===== config.mk =====
export PLATFORM = sky130hd
export DESIGN_NAME = param_regfile
export DESIGN_NICKNAME = d
export VERILOG_FILES = /design/src/rtl/param_regfile_pkg.sv /design/src/rtl/regfile_clear_seq.sv /design/src/rtl/param_regfile.sv
export SDC_FILE = /design/constraint.sdc
export NUM_CORES = 2
export LEC_CHECK = 0
export BUFFER_PORTS_ARGS = -buffer_cell sky130_fd_sc_hd__buf_2
export CAP_MARGIN = 20
export CORE_AREA = 2 2 403 405
export CTS_BUF_LIST = sky130_fd_sc_hd__clkbuf_4
export CTS_CLUSTER_SIZE = 10
export DETAILED_ROUTE_END_ITERATION = 8
export DIE_AREA = 0 0 405 407
export HOLD_SLACK_MARGIN = 0.02
export PLACE_DENSITY_LB_ADDON = 0.3
export RECOVER_POWER = 50
export SLEW_MARGIN = 20
export SYNTH_ARGS = -nofsm -noshare
export SYNTH_HDL_FRONTEND = slang
export SYNTH_SLANG_ARGS = --single-unit

===== constraint.sdc =====
create_clock -name clk -period 9.48 [get_ports clk]
set_input_delay 2.844 -clock clk [delete_from_list [all_inputs] [get_ports clk]]
set_output_delay 2.844 -clock clk [all_outputs]
set_load 0.01 [all_outputs]

===== src/rtl/param_regfile_pkg.sv =====
// Shared types and helpers for the parametrised register file.
// The optional write-through path is enabled by PARAM_REGFILE_BYPASS_EN.
package param_regfile_pkg;

    typedef logic [0:0] state_t;
    localparam state_t ST_CLEAR = 1'b0;
    localparam state_t ST_READY = 1'b1;

    localparam int DATA_W_DEF = 32;
    localparam int ADDR_W_DEF = 6;
    localparam int DEPTH_DEF  = 64;

    // True when addr names a real register that may be written or read.
    function automatic logic wr_legal(input logic [31:0] addr,
                                      input logic [31:0] depth,
                                      input logic        zero_reg);
        return (addr < depth) && !(zero_reg && (addr == 32'd0));
    endfunction

endpackage


===== src/rtl/regfile_clear_seq.sv =====
// Post-reset clear sequencer: walks every address once with a zero write,
// then raises ready and stays there until the next reset.
module regfile_clear_seq
    import param_regfile_pkg::*;
#(
    parameter int DEPTH  = DEPTH_DEF,
    parameter int ADDR_W = ADDR_W_DEF
) (
    input  logic              clk,
    input  logic              rst,
    output logic              clr_we,
    output logic [ADDR_W-1:0] clr_addr,
    output logic              ready
);

    localparam logic [ADDR_W-1:0] LAST_ADDR = ADDR_W'(DEPTH - 1);

    state_t            state_r;
    logic [ADDR_W-1:0] clr_ptr_r;
    logic              ready_r;

    // Sweep FSM; ready is registered alongside the state so it never glitches.
    always_ff @(posedge clk) begin
        if (rst) begin
            state_r   <= ST_CLEAR;
            clr_ptr_r <= {ADDR_W{1'b0}};
            ready_r   <= 1'b0;
        end else begin
            case (state_r)
                ST_CLEAR: begin
                    clr_ptr_r <= clr_ptr_r + ADDR_W'(1);
                    if (clr_ptr_r == LAST_ADDR) begin
                        state_r <= ST_READY;
                        ready_r <= 1'b1;
                    end else begin
                        state_r <= ST_CLEAR;
                        ready_r <= 1'b0;
                    end
                end
                ST_READY: begin
                    state_r <= ST_READY;
                    ready_r <= 1'b1;
                end
                default: begin
                    state_r   <= ST_CLEAR;
                    clr_ptr_r <= {ADDR_W{1'b0}};
                    ready_r   <= 1'b0;
                end
            endcase
        end
    end

    // Reset has priority: no memory write happens on a reset cycle.
    assign clr_we   = (state_r == ST_CLEAR) && !rst;
    assign clr_addr = clr_ptr_r;
    assign ready    = ready_r;

endmodule


===== src/rtl/param_regfile.sv =====
// Parametrised register file with registered reads, optional zero register,
// self-clearing after reset and optional write-through (PARAM_REGFILE_BYPASS_EN).
module param_regfile
    import param_regfile_pkg::*;
#(
    parameter int DATA_W   = DATA_W_DEF,
    parameter int ADDR_W   = ADDR_W_DEF,
    parameter int DEPTH    = DEPTH_DEF,
    parameter int NUM_RD   = 2,
    parameter int ZERO_REG = 1
) (
    input  logic                       clk,
    input  logic                       rst,
    input  logic                       wrt,
    input  logic [ADDR_W-1:0]          rd,
    input  logic [DATA_W-1:0]          dataIn,
    input  logic [NUM_RD*ADDR_W-1:0]   rs_addr,
    output logic [NUM_RD*DATA_W-1:0]   rs_data,
    output logic                       ready,
    output logic                       wr_err
);

    localparam logic [31:0] DEPTH_U    = 32'(DEPTH);
    localparam logic        ZERO_REG_B = (ZERO_REG != 0);

    logic [DATA_W-1:0] mem_r [DEPTH];
    logic              clr_we_s;
    logic [ADDR_W-1:0] clr_addr_s;
    logic              ready_s;
    logic              wr_ok_s;
    logic              wr_err_r;

    regfile_clear_seq #(
        .DEPTH  (DEPTH),
        .ADDR_W (ADDR_W)
    ) u_clear_seq (
        .clk      (clk),
        .rst      (rst),
        .clr_we   (clr_we_s),
        .clr_addr (clr_addr_s),
        .ready    (ready_s)
    );

    assign wr_ok_s = wrt && ready_s && !rst && wr_legal(32'(rd), DEPTH_U, ZERO_REG_B);

    // Storage: the clear sweep owns the write port until ready.
    always_ff @(posedge clk) begin
        if (clr_we_s) begin
            mem_r[clr_addr_s] <= {DATA_W{1'b0}};
        end else if (wr_ok_s) begin
            mem_r[rd] <= dataIn;
        end
    end

    // Sticky error: any write during the sweep or to a nonexistent register.
    always_ff @(posedge clk) begin
        if (rst) begin
            wr_err_r <= 1'b0;
        end else if (wrt && (!ready_s || (32'(rd) >= DEPTH_U))) begin
            wr_err_r <= 1'b1;
        end else begin
            wr_err_r <= wr_err_r;
        end
    end

    assign wr_err = wr_err_r;
    assign ready  = ready_s;

    for (genvar i = 0; i < NUM_RD; i++) begin : g_rd
        logic [ADDR_W-1:0] addr_s;
        logic [DATA_W-1:0] next_s;
        logic [DATA_W-1:0] data_r;

        assign addr_s = rs_addr[i*ADDR_W +: ADDR_W];

        // Read mux: zero while clearing or for illegal addresses.
        always_comb begin
            next_s = {DATA_W{1'b0}};
            if (!ready_s || !wr_legal(32'(addr_s), DEPTH_U, ZERO_REG_B)) begin
                next_s = {DATA_W{1'b0}};
            end else begin
`ifdef PARAM_REGFILE_BYPASS_EN
                if (wr_ok_s && (addr_s == rd)) begin
                    next_s = dataIn;
                end else begin
                    next_s = mem_r[addr_s];
                end
`else
                next_s = mem_r[addr_s];
`endif
            end
        end

        // Registered read data.
        always_ff @(posedge clk) begin
            if (rst) begin
                data_r <= {DATA_W{1'b0}};
            end else begin
                data_r <= next_s;
            end
        end

        assign rs_data[i*DATA_W +: DATA_W] = data_r;
    end

endmodule


* After elaboration in Yosys (flattened, before gate mapping)
Memory sizes are Yosys's and may differ from the RTL's. A register that Yosys moved wholly into a read port is not among the register bits. Index checks and enable logic that the tools add are counted.
Word-level totals: output and inout bits 66, bits of input ports 53, RAM bits 2048, memories kept 1, bits in registers 8, logic and storage cells 33
Cells by class: reductions and logical operators 16, bitwise logic cells 1, multiplexer cells 10, add/subtract/negate cells 1, equality and inequality tests 1
Memory list:
- mem_r | depth 64, width 32, rd ports 2, clocked after memory_dff 2, write ports 1, line param_regfile.sv:26 | logic [DATA_W-1:0] mem_r [DEPTH];
Operators with widths (number):
- 2-to-1 mux 32 bit | 1
- OR reduction 32 bit | 1
- zero test 6 bit | 3
- 2-to-1 mux 1 bit | 7
- adder 6 x 1 -> 6 bit (second input constant) | 1
- equality test 6 bit (second input constant) | 1
- 2-to-1 mux 6 bit | 1
- logical AND 1 bit | 5
- OR reduction 2 bit | 2
- zero test 1 bit | 3
- logical OR 1 bit | 2
- one-hot mux 1 bit (2 select lines) | 1
- NOT 1 bit | 1

* Depth between registers and ports, before layout
depth in word-level cells 8, mapped depth 11

* Cells and area by module
A second synthesis with hierarchy kept.
Second synthesis, totals: cell total of the unflattened synthesis 4733, area total of the unflattened synthesis 96000.8 um^2
By module, submodules not included:
- param_regfile | cells an instance 4701, area each 95701.8 um^2, sequential area each 62800.2 um^2, instances 1
- regfile_clear_seq | cells an instance 32, area each 299.0 um^2, sequential area each 140.1 um^2, instances 1

* Worst setup path after synthesis
OpenSTA, ideal clock, no wires.
path type in2reg, start input port rd[1], end memory mem_r[44][0] (netlist name) (enable), arrival 7.326 ns, cell stages on the path 6, setup slack 1.653 ns, setup time 0.502 ns, cell sequence or4_4 > o311a_1 > buf_6 > buf_6 > nor2b_1 > nor4_1
Between the ends: word-level cells in the longest chain between the ends 8, elaborated cells on any way between the ends 9
RTL lines:
- start, declared | line param_regfile.sv:15 | input logic [ADDR_W-1:0] rd,
- zero test 6 bit | line param_regfile_pkg.sv:17 | return (addr < depth) && !(zero_reg && (addr == 32'd0));
- zero test 1 bit | line param_regfile_pkg.sv:17
- logical AND 1 bit | line param_regfile.sv:44 | assign wr_ok_s = wrt && ready_s && !rst && wr_legal(32'(rd), DEPTH_U, ZERO_REG_B);
- 2-to-1 mux 1 bit | line param_regfile.sv:50 | end else if (wr_ok_s) begin
- 2-to-1 mux 1 bit | line param_regfile.sv:48 | if (clr_we_s) begin
- 2-to-1 mux 1 bit (implied by the code) | line param_regfile.sv:51 | mem_r[rd] <= dataIn;
- OR reduction 32 bit (no source line)
- 2-to-1 mux 6 bit (no source line) or 2-to-1 mux 1 bit (tied branches)
- end, declared | line param_regfile.sv:26
Parallel ways exist; a longest one is shown, timed or not.

* Worst setup path in the final report
start input port rst, end memory mem_r[59][15] (netlist name), data pin
Between the ends: word-level cells in the longest chain between the ends 8, elaborated cells on any way between the ends 9
RTL lines:
- start, declared | line param_regfile.sv:13 | input logic rst,
- zero test 1 bit (*) | line regfile_clear_seq.sv:54, param_regfile.sv:44
- logical AND 1 bit (2 in series) | line param_regfile.sv:44
- 2-to-1 mux 1 bit | line param_regfile.sv:50
- 2-to-1 mux 1 bit (*) | line param_regfile.sv:48
- 2-to-1 mux 1 bit (implied by the code) (*) | line param_regfile.sv:51
- OR reduction 32 bit (no source line) (*)
- 2-to-1 mux 32 bit (no source line) (*)
Every way passes the cells marked *; elsewhere a longest branch is shown, timed or not.

==> results_dict.tcl <==
set metrics [dict create \
    status "finished with violations" \
    violations "max-capacitance violations, max-slew violations" \
    cp.required_ps 10140 \
    coreArea_um2 160000 \
    root_buffer "clkbuf_4" \
    rsz0062_at_grt "no" \
    yosysMostFrequentCell "edfxtp_1" \
    die_h_um 407 \
    fp.dieArea_um2 165000 \
    ys_top_cells_by_count "edfxtp_1 (2048), mux4_2 (907), mux2i_1 (326), clkbuf_1 (170), o22ai_1 (160)" \
    fillers 10400 \
    grt_pass1_wl_um 426000 \
    clockBufferDepth 4 \
    yosysTopAreaCellShare 0.641 \
    cts_buffers 552 \
    ctsResizeCount 0 \
    crit_top_cell "clkbuf_1" \
    grt_start_max_net_pins 111 \
    peakVddDrop_uv 133 \
    gp_congestion 0.934 \
    rrSetupSlack_ps 3240 \
    layout-drive-gt1-share 0.376 \
    fin_skew_ps 106 \
    power.total_mw 19.2 \
    cts_tree "built" \
    route.detailed.drc 0 \
    antenna_found_initial 12 \
    worstSetupPathType "in2reg" \
    avgViaCountPerCell 7.44 \
    synthFlopType "edfxtp_1" \
    rows 147 \
    place_area_um2 99800 \
    synthDistinctLibCells 66 \
    io_buffers 118 \
    clk_pin_slew_ps 60 \
    crit_path_start "rst" \
    synth_area_leaders "edfxtp_1 (64%), mux4_2 (21%), mux2i_1 (3.4%)" \
    reg2reg_depth 4 \
    synth_fp_nets 4944 \
    crit_fanout 64 \
    crit_arrival_ps 8090 \
    netlist_instances 4890 \
    syn_avg_cell_area_um2 19.6 \
    holdCritPathClass "reg2reg" \
    drt-total-wl_um 304000 \
    fmax_mhz 135 \
    path_cells "clkbuf_1, nor2b_1, o311a_1, and2_2, clkbuf_1" \
    async_reset_ff_frac 0 \
    ant_nets 0 \
    synth_seq_cells 2120 \
    finalNetCount 5429 \
    start_util 0.599 \
    finalSetupTns_ps 0 \
    tightestPinTransition_ps 3500 \
    r2r_end "mem_r[59][15]" \
    crit_end "mem_r[59][15]" \
    whs_ps 470 \
    routedWlPerCell_um 38.2 \
    yosysTopAreaCell "edfxtp_1" \
    first_pass_iters 6 \
    startpoint_type "input port" \
    post_cts_buffers 0 \
    setup_violations 0 \
    p_leak_nw 38.2 \
    dpl.hpwl_um 185000 \
    slew_viol_final 1139 \
    synth_edf_count 2048 \
    holdBufCountCts 0 \
    area_delta_synth_final_pct 11.2 \
    slowest_delay_ps 2370 \
    clkSinkCount 2120 \
    period_needed_ps 7430 \
    synth_warnings 0 \
    grt_overflow 0 \
    vias 59100 \
    reg2reg_from "u_clear_seq.state_r" \
    maxSlewHeadroom -1.34 \
    track_usage 0.374 \
    cap_viol_max_count 19 \
    first_global_vias 58800 \
    synth-seq-area-share 0.656 \
    hold_viol_final 0 \
    cp-end-kind "flip-flop" \
    powerDensity_nw_per_um2 180 \
    clk_latency_ps 1410 \
    cts.htree.levels 6 \
    die_w_um 405 \
    stdcell_area_um2 107000 \
    io-pin-count 119 \
    syn_area_um2 96000 \
    crit_path_top_delay_cell "clkbuf_1" \
    drt_iter0_markers 9630 \
    period_share 0.784 \
]
[logic make-up (layout without fill, tap and decap cells)]
family | after synthesis | after routing | share of synthesized area
muxes | 1269 | 1269 | 0.251
xor gates and xnor gates | 5 | 5 | 0.000456
AOI/OAI and AO/OA | 689 | 689 | 0.0510
other | 0 | 12 | 0
adders and majority gates | 1 | 1 | 0.000130
buffers and inverters | 394 | 1283 | 0.0209
and+or+nand+nor | 412 | 412 | 0.0206
DFF | 2120 | 2120 | 0.656
[through the flow]
| stage | util | std cells | setup slack, ps |
|---|---|---|---|
| detailed placement | 0.623 | 6978 | 2440 |
| global route | 0.666 | 7942 | 1820 |
| global placement | 0.622 | 6970 | 2450 |
| floorplan | - | 4890 | 1650 |
| finish | 0.666 | 7951 | 2050 |
| CTS | 0.666 | 7936 | 3860 |
[report_power, final]
part | internal [mW] | switching [mW]
Combinational | 0.416 | 0.690
Clock | 4.22 | 3.74
Sequential | 10.1 | 0.0166
Total | 14.8 | 4.45
[worst min-delay path by stage]
stage	startpoint	endpoint	cells past startpoint
2_1_floorplan	wr_err	wr_err	2
6_report	wr_err	wr_err	2
3_5_place_dp	wr_err	wr_err	2
4_1_cts	wr_err	wr_err	2
3_3_place_gp	wr_err	wr_err	2
5_1_grt	wr_err	wr_err	2
[critical path, delay by kind of cell]
family	cells	cell delay (ps)
buffers and inverters	2	2630
AOI/OAI and AO/OA	1	1510
and+or+nand+nor	2	950
[flip-flops by register name, indices dropped and copies added (netlist names)]
signal	cells
g_rd.data_r	64
mem_r	2048
u_clear_seq.clr_addr	6
u_clear_seq.state_r	1
wr_err	1
[metal layers]
layer  track usage  wire (um)  vias up
met3         0.140      52100      866
li1              -          -    22600
met5             0         91        -
met1         0.503      98800    29800
met4         0.221      20300       14
met2         0.525     133000     5790
[layout by cell type (no fill, tap or decap), types with 12 or more instances in the layout]
master and instances:
buf_12 22, a32oi_1 15, a211oi_1 89, buf_2 69, buf_4 165, nand2_1 115, nand3_1 66, a2111oi_0 28
o22ai_1 160, clkinv_2 14, clkbuf_1 55, a31oi_1 18, a22o_1 59, mux4_2 907, inv_2 18, clkbuf_4 797
clkinv_1 115, mux2_2 33, edfxtp_1 2048, a21oi_1 80, nor2_1 42, mux2i_1 326, o21ai_0 41, o41ai_1 16
nor2b_1 28, and2_2 25, a22oi_1 91, bufinv_16 13, diode_2 12, o221ai_1 47, nor2_4 59, dfxtp_1 72
[cell type report]
cell class	count	area [um^2]	share of cell area
Sequential cell	2120	62900	0.590
Multi-Input combinational cell	2376	31700	0.297
Clock buffer	797	5980	0.0561
Tap cell	2160	2700	0.0253
Timing Repair Buffer	321	2390	0.0224
Clock inverter	161	971	0.00910
Antenna cell	12	30.0	0.000281
Inverter	4	15.0	0.000141
(Power assumes the default switching activity.)
